`config.mk`:
```
export PLATFORM = sky130hd
export DESIGN_NAME = bs_rr_arbtr_bcst
export DESIGN_NICKNAME = d
export VERILOG_FILES = /design/src/rtl/bs_arb_pkg.sv /design/src/rtl/bs_arb_lane.sv /design/src/rtl/bs_rr_arbtr_bcst.sv
export SDC_FILE = /design/constraint.sdc
export NUM_CORES = 1
export LEC_CHECK = 0
export CORE_MARGIN = 2
export CORE_UTILIZATION = 46
export CTS_CLUSTER_SIZE = 20
export DETAILED_ROUTE_END_ITERATION = 7
export DONT_BUFFER_PORTS = 1
export GPL_ROUTABILITY_DRIVEN = 0
export SYNTH_ARGS = -nofsm -noshare
export SYNTH_HDL_FRONTEND = slang
export SYNTH_SLANG_ARGS = --single-unit
```
`constraint.sdc`:
```
create_clock -name clk -period 2.2 [get_ports clk]
set_input_delay 0.44 -clock clk [delete_from_list [all_inputs] [get_ports clk]]
set_output_delay 0.44 -clock clk [all_outputs]
set_load 0.1 [all_outputs]
```
`src/rtl/bs_arb_pkg.sv`:
```
// bs_arb_pkg: shared state encoding, ID width and round-robin helper for the bus arbiter.
package bs_arb_pkg;

    localparam int ID_W = 8;

    typedef enum logic [1:0] {IDLE, POP, PUSH, DROP} arb_state_e;

    // Index of the first set bit at or after ptr, wrapping; unused upper request bits must be 0.
    function automatic logic [ID_W-1:0] rr_next(input logic [255:0] req, input logic [ID_W-1:0] ptr);
        logic [ID_W-1:0] idx;
        rr_next = ptr;
        for (int i = 255; i >= 0; i--) begin
            idx = ptr + ID_W'(i);
            if (req[idx]) rr_next = idx;
        end
    endfunction

endpackage

```
`src/rtl/bs_arb_lane.sv`:
```
// bs_arb_lane: one bus lane - round-robin grant, pop, then push/broadcast or drop the packet.
module bs_arb_lane
    import bs_arb_pkg::*;
#(
    parameter int              drvrs     = 4,
    parameter int              pckg_sz   = 16,
    parameter logic [ID_W-1:0] broadcast = 8'hFF,
    parameter int              CNT_W     = 16
) (
    input  logic                             clk,
    input  logic                             reset,
    input  logic [drvrs-1:0]                 pndng,
    input  logic [drvrs-1:0][pckg_sz-1:0]    D_pop,
    output logic [drvrs-1:0]                 pop,
    output logic [drvrs-1:0]                 push,
    output logic [drvrs-1:0][pckg_sz-1:0]    D_push,
    output logic [CNT_W-1:0]                 drop_cnt,
    output logic                             busy
);

    localparam int GW = $clog2(drvrs);

    arb_state_e         state_q;
    logic [GW-1:0]      grant_q, ptr_q, pick, ptr_nxt;
    logic [pckg_sz-1:0] pkt_q, head;
    logic [ID_W-1:0]    dest;
    logic [drvrs-1:0]   pop_q, push_q, tgt;
    logic [CNT_W-1:0]   drop_q;
    logic               busy_q;

    assign pick    = GW'(rr_next(256'(pndng), ID_W'(ptr_q)));
    assign head    = D_pop[grant_q];
    assign dest    = head[pckg_sz-1 -: ID_W];
    assign ptr_nxt = (grant_q == GW'(drvrs-1)) ? '0 : grant_q + 1'b1;

    always_comb
        tgt = (dest == broadcast) ? ~(drvrs'(1) << grant_q) :
              (dest < ID_W'(drvrs) && dest != ID_W'(grant_q)) ? drvrs'(1) << dest : '0;

    always_ff @(posedge clk or negedge reset) begin
        if (!reset) begin
            state_q <= IDLE;
            grant_q <= '0;
            ptr_q   <= '0;
            pkt_q   <= '0;
            pop_q   <= '0;
            push_q  <= '0;
            drop_q  <= '0;
            busy_q  <= 1'b0;
        end else begin
            case (state_q)
                IDLE: if (|pndng) begin
                    grant_q <= pick;
                    pop_q   <= drvrs'(1) << pick;
                    busy_q  <= 1'b1;
                    state_q <= POP;
                end
                POP: begin
                    pop_q   <= '0;
                    pkt_q   <= head;
                    push_q  <= tgt;
                    state_q <= |tgt ? PUSH : DROP;
                end
                PUSH: begin
                    push_q  <= '0;
                    ptr_q   <= ptr_nxt;
                    busy_q  <= 1'b0;
                    state_q <= IDLE;
                end
                DROP: begin
                    drop_q  <= &drop_q ? drop_q : drop_q + 1'b1;
                    ptr_q   <= ptr_nxt;
                    busy_q  <= 1'b0;
                    state_q <= IDLE;
                end
                default: state_q <= IDLE;
            endcase
        end
    end

    // Data lines carry the packet only on targets during the push cycle.
    for (genvar k = 0; k < drvrs; k++) begin : g_dp
        assign D_push[k] = push_q[k] ? pkt_q : '0;
    end

    assign pop      = pop_q;
    assign push     = push_q;
    assign drop_cnt = drop_q;
    assign busy     = busy_q;

endmodule

```
`src/rtl/bs_rr_arbtr_bcst.sv`:
```
// bs_rr_arbtr_bcst: multi-bus round-robin arbiter/router, one independent lane per bus.
module bs_rr_arbtr_bcst
    import bs_arb_pkg::*;
#(
    parameter int              bits      = 1,
    parameter int              drvrs     = 4,
    parameter int              pckg_sz   = 16,
    parameter logic [ID_W-1:0] broadcast = 8'hFF,
    parameter int              CNT_W     = 16
) (
    input  logic                                      clk,
    input  logic                                      reset,
    input  logic [bits-1:0][drvrs-1:0]                pndng,
    input  logic [bits-1:0][drvrs-1:0][pckg_sz-1:0]   D_pop,
    output logic [bits-1:0][drvrs-1:0]                pop,
    output logic [bits-1:0][drvrs-1:0]                push,
    output logic [bits-1:0][drvrs-1:0][pckg_sz-1:0]   D_push,
    output logic [bits-1:0][CNT_W-1:0]                drop_cnt,
    output logic [bits-1:0]                           busy
);

    for (genvar b = 0; b < bits; b++) begin : g_lane
        bs_arb_lane #(
            .drvrs     (drvrs),
            .pckg_sz   (pckg_sz),
            .broadcast (broadcast),
            .CNT_W     (CNT_W)
        ) u_lane (
            .clk      (clk),
            .reset    (reset),
            .pndng    (pndng[b]),
            .D_pop    (D_pop[b]),
            .pop      (pop[b]),
            .push     (push[b]),
            .D_push   (D_push[b]),
            .drop_cnt (drop_cnt[b]),
            .busy     (busy[b])
        );
    end

endmodule

```
==> flow_summary.json <==
{
  "drv_slew": 0,
  "critPathCaptureType": "register",
  "fin_setup_tns_ns": 0,
  "clk_path_buf_depth": 2,
  "ant_nets": 0,
  "total_power_mw": 5.79,
  "antenna-diode-count": 0,
  "portBuffers": 0,
  "cp_max_fo": 4,
  "htree_levels": 2,
  "multi_input_area_um2": 2150,
  "hold_viol": 0,
  "register_area_um2": 1190,
  "cts_made_buffers": 5,
  "critPathSlowestCell": "or4_4",
  "antenna_found_initial": 0,
  "hpwl_mm": 7.32,
  "vias": 2845,
  "hp-class": "in2reg",
  "ys_top_cells_by_count": "and2_1, dfrtp_1, nand2_1, mux2_2, mux4_2",
  "slew_headroom_pct": 55.0,
  "nFillCells": 440,
  "synthMuxAreaShare_pct": 21.6,
  "synth_top_family_by_area": "simple AND/OR/NAND/NOR gates",
  "grt_start_max_net_pins": 48,
  "holdWs_ns": 0.492,
  "ios": 159,
  "synth_top_flop_cell": "dfrtp_1",
  "async_reset_ff_share_pct": 100,
  "ys_seq_area_share_pct": 35.5,
  "synth_compound_area_share_pct": 7.85,
  "crit_required_ns": 2.44,
  "synth_seq_cells": 47,
  "drtIter0Drc": 84,
  "min_period_over_period_pct": 98.0,
  "rsz0062_at_grt": "true",
  "nNetsFinal": 489,
  "synth_top_area_share_pct": 35.5,
  "grt_use_total_pct": 25.2,
  "die_x_um": 88.9,
  "fin_area_um2": 5210,
  "root_buffer": "clkbuf_8",
  "cp-start-kind": "register",
  "cts_tree": "done",
  "first_pass_iters": 4,
  "yosys.area.top_type": "dfrtp_1",
  "p_per_area_nw_per_um2": 1110,
  "worstPathArrival_ns": 2.39,
  "synth_edf_count": 0,
  "ys_top_cells_by_area": "dfrtp_1, mux4_2, and2_1",
  "synth_nets": 391,
  "placed_area_um2": 5030,
  "syn_to_final_growth_pct": 57.0,
  "synthXorXnorAreaFrac_pct": 3.96,
  "worstMarginPinSlew_ns": 0.675,
  "syn-mean-instance-area_um2": 10.7,
  "synth_cells": 310,
  "first_global_vias": 2949,
  "crit_buf_inv": 1,
  "slowest_delay_ns": 0.50,
  "fin_skew_ns": 0.0103,
  "die_area_um2": 7910,
  "cts_sinks": 47,
  "status": "complete, no violations",
  "reg2reg_slack_ns": 0.04,
  "cp_top_family": "simple AND/OR/NAND/NOR gates",
  "vias_per_cell": 5.63,
  "ir_worst_vdd_uv": 588,
  "path_clk_slew_ns": 0.10,
  "coreArea_um2": 6870,
  "drive_gt1_share_pct": 58.9,
  "start_util_pct": 48.3,
  "setup_viol": 0,
  "synth.most_common_cell": "and2_1",
  "synth-simple-area-share_pct": 23.5,
  "clk_latency_ns": 0.31,
  "routed_wl_mm": 9.56,
  "post_drt_wl_per_cell_um": 18.9,
  "grt_overflow_total": 0,
  "fmax_ghz": 0.464,
  "ys_types": 47,
  "fp-row-count": 30,
  "synth_area_um2": 3320,
  "finalCriticalPeriod_ns": 2.16,
  "fin_util_pct": 75.8,
  "drc": 0,
  "yosys_warnings": 0,
  "max_cap_viol_count": 0,
  "p_leak_nw": 2.24,
  "die_h_um": 88.9,
  "synthAdderAreaFrac_pct": 4.15,
  "path_cells": "inv_4, ha_4, mux2_4, o22ai_4, and4bb_1, or4_4, o21ai_2",
  "grt_pass1_wl_mm": 15.1,
  "critical_path_class": "reg2reg"
}
==> cell families (layout without fill, tap and decap cells) <==
| family | after synthesis | in the layout |
|---|---|---|
| compound gates | 34 | 34 |
| buf+inv | 25 | 124 |
| flops | 47 | 47 |
| mux | 45 | 45 |
| xor+xnor | 15 | 15 |
| simple gates | 133 | 133 |
| fa+ha+maj | 11 | 11 |
==> metrics by stage <==
step,setup slack (ns),instances
after floorplan,-0.120,310
after global placement,0.118,493
after detailed placement,0.0758,493
after CTS,0.0384,503
after global routing,-0.0368,505
final,0.0447,505
==> path summary, 6_finish.rpt <==
| path | from | endpoint | cells after the start |
|---|---|---|---|
| max | g_lane[0].u_lane.ptr_q[0]$_DFFE_PN0N_ | g_lane[0].u_lane.pop[1]$_DFFE_PN0P_ | 7 |
| min in group asynchronous | reset | g_lane[0].u_lane.pkt_q[6]$_DFFE_PN0P_ | 2 |
| max in group asynchronous | reset | g_lane[0].u_lane.drop_cnt[8]$_DFFE_PN0P_ | 2 |
| min reg2reg | g_lane[0].u_lane.drop_cnt[14]$_DFFE_PN0P_ | g_lane[0].u_lane.drop_cnt[14]$_DFFE_PN0P_ | 1 |
| max reg2reg | g_lane[0].u_lane.ptr_q[0]$_DFFE_PN0N_ | g_lane[0].u_lane.pop[1]$_DFFE_PN0P_ | 7 |
| min | D_pop[0] | g_lane[0].u_lane.pkt_q[0]$_DFFE_PN0P_ | 2 |
==> per-layer routing <==
metal | part of all wire [%] | GRT usage [%] | vias to the layer above
li1 | - | - | 1313
met1 | 38 | 29.7 | 1394
met2 | 52 | 45.3 | 123
met3 | 7.6 | 6.19 | 15
met4 | 2.1 | 7.71 | 0
met5 | 0 | 0 | -
==> cells in the final DEF (no fill, tap or decap), drive strengths merged, types with 2 or more instances in the layout <==
master	n
a31oi	2
a32oi	2
and2	65
and3	9
and4	4
buf	103
clkbuf	5
clkinvlp	2
dfrtp	47
ha	11
inv	13
mux2	22
mux2i	4
mux4	19
nand2	22
nand2b	4
nand3	9
nand4	4
nor2	6
nor4	3
o21ai	12
o221ai	3
o22ai	3
o31ai	2
o32ai	2
or2	3
xnor2	10
xor2	5
==> worst register-to-register path, delay by kind of cell, from the launching register on <==
| family | cells | cell delay (ns) |
|---|---|---|
| AND/OR/NAND/NOR | 2 | 0.73 |
| flip-flops | 1 | 0.41 |
| multiplexers | 1 | 0.31 |
| adder cells (fa/ha/maj) | 1 | 0.29 |
| AO/OA/AOI/OAI | 2 | 0.28 |
| buffers and inverters | 1 | 0.06 |
==> report_power, final <==
part           internal (mW)  switching, mW
registers               1.17          0.327
clock network          0.228          0.320
logic                   1.54           2.20
total                   2.94           2.85
==> what timing repair did <==
item,in CTS,in global routing
gates resized for setup,0,6
endpoints found under the setup margin,0,3
endpoints found under the hold margin,47,0
hold buffers,2,0
buffers inserted,0,2
==> final cells by class <==
cell class | count | share of cell area, %
flip-flops and latches | 47 | 22.8
multi-input cells | 238 | 41.3
clock inverters | 3 | 0.457
repair buffers | 104 | 30.9
clock buffers | 5 | 1.32
well taps | 96 | 2.31
inverters | 12 | 0.913
==> sequential cells by signal, summed over array words and instances, names as in the netlist <==
| register | flops |
|---|---|
| g_lane.u_lane.drop_cnt | 16 |
| g_lane.u_lane.pop | 4 |
| g_lane.u_lane.state_q | 2 |
| g_lane.u_lane.grant_q | 2 |
| g_lane.u_lane.push | 4 |
| g_lane.u_lane.busy | 1 |
| g_lane.u_lane.ptr_q | 2 |
| g_lane.u_lane.pkt_q | 16 |
Note: power is estimated with default switching activity, not from simulation.
